==> config.mk <==
export PLATFORM = sky130hd
export DESIGN_NAME = micro_pipe_controller_flat
export DESIGN_NICKNAME = d
export VERILOG_FILES = /design/src/rtl/micro_pipe_controller_if.sv /design/src/rtl/micro_pipe_controller.sv /design/src/flat_wrapper.sv
export SDC_FILE = /design/constraint.sdc
export NUM_CORES = 1
export LEC_CHECK = 0
export CAP_MARGIN = 5
export CORE_MARGIN = 3
export CORE_UTILIZATION = 47
export CTS_CLUSTER_SIZE = 14
export DETAILED_ROUTE_END_ITERATION = 7
export PLACE_DENSITY = 0.8
export SYNTH_ARGS = -nofsm -noshare
export SYNTH_HDL_FRONTEND = slang
export SYNTH_SLANG_ARGS = --single-unit
==> constraint.sdc <==
create_clock -name clock -period 3.2 [get_ports clock]
set_clock_uncertainty 0.15 [all_clocks]
set_input_delay 0.48 -clock clock [delete_from_list [all_inputs] [get_ports clock]]
set_output_delay 0.48 -clock clock [all_outputs]
set_load 0.005 [all_outputs]
==> src/rtl/micro_pipe_controller_if.sv <==
// Handshake bundle between the microsequencer and the stage-3/stage-4 registers,
// control store and memory port.
interface micro_pipe_controller_if #(
    parameter int unsigned ADDR_W = 7
);
    logic              start;
    logic [ADDR_W-1:0] T3;
    logic [1:0]        COND3;
    logic [1:0]        M3;
    logic              zero_flag;
    logic              mem_ack;
    logic [ADDR_W-1:0] mpc;
    logic              v3;
    logic              stall;
    logic              flush;
    logic              mem_req;
    logic              mem_we;
    logic              halted;
    logic              err;

    modport master (
        input  start, T3, COND3, M3, zero_flag, mem_ack,
        output mpc, v3, stall, flush, mem_req, mem_we, halted, err
    );

    modport slave (
        output start, T3, COND3, M3, zero_flag, mem_ack,
        input  mpc, v3, stall, flush, mem_req, mem_we, halted, err
    );
endinterface

==> src/rtl/micro_pipe_controller.sv <==
// Microsequencer: drives the control-store address, tracks stage-3 validity and
// turns the stage-3 condition/memory fields into stall, flush and halt.
module micro_pipe_controller #(
    parameter int unsigned       ADDR_W     = 7,
    parameter logic [ADDR_W-1:0] RESET_ADDR = '0
) (
    input  logic                   clock,
    input  logic                   reset,
    micro_pipe_controller_if.master bus
);
    typedef enum logic [1:0] {IDLE, RUN, MEM_WAIT, HALT} state_t;

    state_t            state, state_next;
    logic [ADDR_W-1:0] mpc_q;
    logic              v3_q;
    logic              mem_req_q;
    logic              mem_we_q;
    logic              err_q;
    logic              mem_done_q;

    logic              decode;
    logic              mem_op;
    logic              taken;
    logic              halt_op;
    logic              rsvd_op;

    // Stage-3 decode. mem_done_q masks the memory field while the held
    // microinstruction gets its second (branch) decode after the ack.
    always_comb begin
        decode  = (state == RUN) && v3_q;
        mem_op  = decode && !mem_done_q && ((bus.M3 == 2'b01) || (bus.M3 == 2'b10));
        taken   = decode && !mem_op &&
                  ((bus.COND3 == 2'b01) || ((bus.COND3 == 2'b10) && bus.zero_flag));
        halt_op = decode && !mem_op && (bus.COND3 == 2'b11);
        rsvd_op = decode && (bus.M3 == 2'b11);
    end

    always_ff @(posedge clock) begin
        if (reset) begin
            state <= IDLE;
        end else begin
            state <= state_next;
        end
    end

    always_comb begin
        state_next = state;
        case (state)
            IDLE:     if (bus.start) state_next = RUN;
            RUN: begin
                if (mem_op)       state_next = MEM_WAIT;
                else if (halt_op) state_next = HALT;
            end
            MEM_WAIT: if (bus.mem_ack) state_next = RUN;
            HALT:     if (bus.start) state_next = RUN;
            default:  state_next = IDLE;
        endcase
    end

    always_comb begin
        bus.stall  = mem_op || ((state == MEM_WAIT) && !bus.mem_ack);
        bus.flush  = taken;
        bus.halted = (state == HALT);
    end

    // Fetch stage: MPC, stage-3 valid and the registered memory handshake.
    always_ff @(posedge clock) begin
        if (reset) begin
            mpc_q      <= RESET_ADDR;
            v3_q       <= 1'b0;
            mem_req_q  <= 1'b0;
            mem_we_q   <= 1'b0;
            err_q      <= 1'b0;
            mem_done_q <= 1'b0;
        end else begin
            if (rsvd_op) err_q <= 1'b1;
            mem_done_q <= (state == MEM_WAIT) && bus.mem_ack;
            case (state)
                IDLE: begin
                    if (bus.start) mpc_q <= RESET_ADDR;
                end
                RUN: begin
                    if (mem_op) begin
                        mem_req_q <= 1'b1;
                        mem_we_q  <= bus.M3[1];
                    end else if (taken) begin
                        mpc_q <= bus.T3;
                        v3_q  <= 1'b0;
                    end else if (halt_op) begin
                        v3_q <= 1'b0;
                    end else begin
                        mpc_q <= mpc_q + ADDR_W'(1);
                        v3_q  <= 1'b1;
                    end
                end
                MEM_WAIT: begin
                    if (bus.mem_ack) begin
                        mem_req_q <= 1'b0;
                        mem_we_q  <= 1'b0;
                    end
                end
                HALT: begin
                    if (bus.start) mpc_q <= RESET_ADDR;
                end
                default: ;
            endcase
        end
    end

    assign bus.mpc     = mpc_q;
    assign bus.v3      = v3_q;
    assign bus.mem_req = mem_req_q;
    assign bus.mem_we  = mem_we_q;
    assign bus.err     = err_q;
endmodule
==> src/flat_wrapper.sv <==
// flat-port wrapper written by rule: the top's interface ports become plain ports
module micro_pipe_controller_flat 
#(
    parameter int unsigned       ADDR_W     = 7,
    parameter logic [ADDR_W-1:0] RESET_ADDR = '0
)
  (clock, reset, bus_start, bus_T3, bus_COND3, bus_M3, bus_zero_flag, bus_mem_ack, bus_mpc, bus_v3, bus_stall, bus_flush, bus_mem_req, bus_mem_we, bus_halted, bus_err);
  micro_pipe_controller_if #(.ADDR_W(ADDR_W)) bus_i ();
  input  logic clock;
  input  logic reset;
  input wire logic [$bits(bus_i.start)-1:0] bus_start;
  input wire logic [$bits(bus_i.T3)-1:0] bus_T3;
  input wire logic [$bits(bus_i.COND3)-1:0] bus_COND3;
  input wire logic [$bits(bus_i.M3)-1:0] bus_M3;
  input wire logic [$bits(bus_i.zero_flag)-1:0] bus_zero_flag;
  input wire logic [$bits(bus_i.mem_ack)-1:0] bus_mem_ack;
  output wire logic [$bits(bus_i.mpc)-1:0] bus_mpc;
  output wire logic [$bits(bus_i.v3)-1:0] bus_v3;
  output wire logic [$bits(bus_i.stall)-1:0] bus_stall;
  output wire logic [$bits(bus_i.flush)-1:0] bus_flush;
  output wire logic [$bits(bus_i.mem_req)-1:0] bus_mem_req;
  output wire logic [$bits(bus_i.mem_we)-1:0] bus_mem_we;
  output wire logic [$bits(bus_i.halted)-1:0] bus_halted;
  output wire logic [$bits(bus_i.err)-1:0] bus_err;
  assign bus_i.start = bus_start;
  assign bus_i.T3 = bus_T3;
  assign bus_i.COND3 = bus_COND3;
  assign bus_i.M3 = bus_M3;
  assign bus_i.zero_flag = bus_zero_flag;
  assign bus_i.mem_ack = bus_mem_ack;
  assign bus_mpc = bus_i.mpc;
  assign bus_v3 = bus_i.v3;
  assign bus_stall = bus_i.stall;
  assign bus_flush = bus_i.flush;
  assign bus_mem_req = bus_i.mem_req;
  assign bus_mem_we = bus_i.mem_we;
  assign bus_halted = bus_i.halted;
  assign bus_err = bus_i.err;
  micro_pipe_controller #(.ADDR_W(ADDR_W), .RESET_ADDR(RESET_ADDR)) u_core (.clock(clock), .reset(reset), .bus(bus_i));
endmodule
Word-level counts from Yosys, hierarchy flattened. Cells that the tools add are included.

Register bits: 14. Memory bits (read-only): 0. Word-level logic and storage cells: 65. Latch bits: 0. Output and inout port bits: 14. Input port bits: 16. Bits in writable memories: 0. Memories: 0.

Multiplexer cells: 17. Reductions and logical operators: 24. Div/mod/pow operators: 0. $lt $le $gt $ge: 0. Shifts and indexed selects: 0. Eq/ne operators: 15. Bitwise gates (word level): 1. Add/sub/neg operators: 1. $mul: 0.

Operator list (count): 2-to-1 mux 7 bit (4); case mux 7 bit (2 select lines) (1); equality test 2 bit (second input constant) (6); logical AND 1 bit (10); 2-to-1 mux 2 bit (4); adder 7 x 1 -> 7 bit (second input constant) (1); equality test 2 x 1 -> 1 bit (second input constant) (3); case mux 2 bit (3 select lines) (1); AND reduction 3 bit (2); 2-to-1 mux 1 bit (5); inequality test 2 x 1 -> 1 bit (second input constant) (2); inequality test 2 bit (second input constant) (2); case mux 1 bit (2 select lines) (2); AND reduction 4 bit (1); nonzero test 2 bit (2); zero test 1 bit (3); logical OR 1 bit (3); inequality test 3 x 1 -> 1 bit (second input constant) (1); inequality test 3 bit (second input constant) (1); zero test 2 bit (1); AND reduction 2 bit (1); OR reduction 2 bit (1); inverter 1 bit (1).

Longest topological paths before layout.
Depth in word-level cells: 11. Depth in mapped cells: 8. Depth with buffers taken out: 7.

Worst setup path before layout. No wires, ideal clock.

Path kind: input to output. From: in bus_M3[0]. To: out bus_flush. Arrival: 1.420 ns. Setup slack: 1.150 ns. Cell stages on the path: 4. Path buffers: 1. Data required time: 2.570 ns. Path through: ha_1 > nor2b_1 > a211oi_2 > buf_4.

Word-level cells in the longest chain between the ends: 6. Elaborated cells between the ends (all ways): 7. Those cells by class: eq/ne: 2; reduce/logical: 5.

RTL lines: start: declaration (RTL line flat_wrapper.sv:14) `input wire logic [$bits(bus_i.M3)-1:0] bus_M3;`; equality test 2 x 1 -> 1 bit / equality test 2 bit (equally long branches) (RTL line micro_pipe_controller.sv:31) `mem_op = decode && !mem_done_q && ((bus.M3 == 2'b01) || (bus.M3 == 2'b10));`; logical OR 1 bit (*) (RTL line micro_pipe_controller.sv:31); logical AND 1 bit (*) (RTL line micro_pipe_controller.sv:31); zero test 1 bit (*) (RTL line micro_pipe_controller.sv:32) `taken = decode && !mem_op &&`; logical AND 1 bit (*) (2 in series) (RTL line micro_pipe_controller.sv:32); end: declaration (RTL line flat_wrapper.sv:20) `output wire logic [$bits(bus_i.flush)-1:0] bus_flush;`.

Mark *: on every way between the ends. The rest lies on a longest branch, timed or not.

Worst setup path in the final report.
From: in bus_M3[1]. To: out bus_flush.

The elaborated chain is that of the path after synthesis.

==> flow_summary.json <==
{
  "crit_chain": "clkdlybuf4s50_1 -> ha_1 -> nor2b_1 -> a211oi_2 -> clkdlybuf4s50_1",
  "vias_per_cell": 5.62,
  "synthSimpleGateAreaFrac_pct": 24.2,
  "start_util_pct": 53.2,
  "postCtsSetupBuffers": 0,
  "max_freq_ghz": 0.357,
  "yosys_most_used_dff": "dfxtp_1",
  "crit_type": "in2out",
  "dpl.hpwl_mm": 1.71,
  "period_share_pct": 87.4,
  "yosysTopAreaCell": "dfxtp_1",
  "async_flop_share_pct": 0,
  "worst_path_max_delay_cell": "clkdlybuf4s50_1",
  "cpPeakStageDelay_ps": 540,
  "slew_viol_final": 0,
  "drc": 0,
  "synth_seq_cells": 14,
  "syn_nets": 127,
  "synth_compound_area_share_pct": 26.4,
  "cts_root_buffer": "clkbuf_4",
  "ys_top_cells_by_area": "dfxtp_1, ha_1, o21ai_0, a21oi_1, nor2_1",
  "outcome": "finished, final reports clean",
  "drive_above_1_share_pct": 8.70,
  "worst_slack_ps": 402,
  "relSlewSlack_pct": 70.4,
  "syn2layout_area_growth_pct": 42.5,
  "cp_max_fo": 3,
  "period_minus_slack_ps": 2800,
  "fp.dieArea_um2": 2350,
  "insertion_delay_ps": 270,
  "clkTransAtPathRegs_ps": 90,
  "first_iter_violations": 30,
  "vias": 910,
  "yosysTopAreaCellShare_pct": 33.0,
  "yosys.area_share.xor_xnor_pct": 0,
  "pre_cts_ws_ps": 376,
  "power_density_nw_per_um2": 425,
  "worstHoldPathType": "reg2reg",
  "portBuffers": 29,
  "core.rowCount": 14,
  "crit_path_frequent_cell": "clkdlybuf4s50_1",
  "wire_per_inst_um": 14.0,
  "total_power_mw": 0.514,
  "holdWs_ps": 335,
  "die_h_um": 48.5,
  "h-tree-depth": 1,
  "register_area_um2": 280,
  "pin_count": 30,
  "cts_made_buffers": 3,
  "ctsLongestPathBuffers": 2,
  "finalSetupTns_ps": 0,
  "num_antenna_cells": 0,
  "synth-edff-count": 0,
  "synth_fa_ha_area_share_pct": 8.85,
  "p_leak_nw": 0.463,
  "cp.required_ps": 2570,
  "antenna_found_initial": 0,
  "grt_max_degree": 14,
  "core_area_um2": 1590,
  "grt_pass1_wl_mm": 3.76,
  "multi_input_area_um2": 534,
  "muxShareOfSynthArea_pct": 3.54,
  "rsz0062_at_grt": "false",
  "synth_common_cells": "dfxtp_1, o21ai_0, nor2_1",
  "synth_cell_types": 31,
  "setup_viol": 0,
  "hold_violations": 0,
  "cts_tree": "done",
  "fillers": 114,
  "post_cts_resized": 0,
  "worst_slew_pin_slew_ps": 444,
  "synth_top_family_by_area": "compound AO/OA/AOI/OAI gates",
  "grt_usage_pct": 19.7,
  "syn_area_per_cell_um2": 8.08,
  "cp_data_arrival_time_ps": 2170,
  "ant_nets": 0,
  "cp-start-kind": "input port",
  "gp_congestion": 0.799,
  "vdd_drop_max_mv": 0.320,
  "grt_pass1_vias": 795,
  "cts.sinks": 14,
  "syn_area_um2": 848,
  "yosys_warnings": 0,
  "seq_area_frac_synth_pct": 33.0,
  "synthCells": 105,
  "die_width_um": 48.5,
  "drv_cap": 0,
  "drtPass1Iterations": 4,
  "layout.nets": 161,
  "drt_wl_total_mm": 2.27,
  "cts_hold_buffers": 0,
  "grt-ovfl-total": 0,
  "cp-end-kind": "output port"
}
logic make-up after synthesis:
group	after synthesis
flops	14
compound gates	34
fa+ha+maj	6
simple gates	40
buf+inv	8
mux	3
cell usage in the layout (no fill, tap or decap), drive strengths merged, types with 3 or more instances in the layout:
| cell | netlist | routed |
|---|---|---|
| mux2i | 3 | 3 |
| nor3b | 4 | 4 |
| o21ai | 15 | 15 |
| dfxtp | 14 | 14 |
| ha | 6 | 6 |
| clkbuf | 1 | 4 |
| nand2 | 9 | 9 |
| a21oi | 9 | 9 |
| inv | 6 | 6 |
| nor2b | 3 | 3 |
| nor3 | 3 | 3 |
| clkdlybuf4s50 | 0 | 29 |
| nor2 | 11 | 11 |
final timing paths:
path | start | endpoint | slack (ps) | cells after the start
setup / recovery | bus_M3[1] | bus_flush | 400 | 5
hold / removal | u_core.bus.err | u_core.bus.err | 330 | 2
setup reg to reg | u_core.state[0] | u_core.bus.mpc[2] | 1090 | 7
hold reg to reg | u_core.bus.err | u_core.bus.err | 330 | 2
cell type report:
type | count | share of cell area (%)
Tap cell | 24 | 2.48
Timing Repair Buffer | 31 | 25.3
Multi-Input combinational cell | 83 | 44.2
Clock buffer | 4 | 3.00
Sequential cell | 14 | 23.2
Inverter | 6 | 1.86
stage by stage:
stage          area, µm²  utilization [%]  instances
2_1_floorplan        848                -        105
3_3_place_gp        1170             73.5        158
3_5_place_dp        1170             73.5        158
4_1_cts             1210             75.8        162
5_1_grt             1210             75.8        162
6_report            1210             75.8        162
per-layer routing:
layer	track usage, %	routed length, µm	up-vias
met1	25.8	1000	435
met4	4.27	28	0
met2	33.3	1120	28
li1	-	-	443
met5	0	0	-
met3	4.29	110	4
worst max-delay path: cells and delay by family:
kind,cells,cell delay [ps]
buffers and inverters,2,970
adders and majority gates,1,310
AOI/OAI and AO/OA,1,240
and+or+nand+nor,1,160
report_power, final:
part / total [mW] / switching [mW] / internal, mW / leakage [nW]
clock network: 0.129 / 0.0594 / 0.0691 / 0.0210
logic: 0.180 / 0.0894 / 0.0904 / 0.328
registers: 0.206 / 0.0168 / 0.189 / 0.114
total: 0.514 / 0.166 / 0.349 / 0.463
registers in the layout, summed over array words and instances (netlist names):
signal	count
u_core.mem_done_q	1
u_core.bus.mem_we	1
u_core.state	2
u_core.bus.mpc	7
u_core.bus.v3	1
u_core.bus.mem_req	1
u_core.bus.err	1
(Power assumes the default switching activity.)
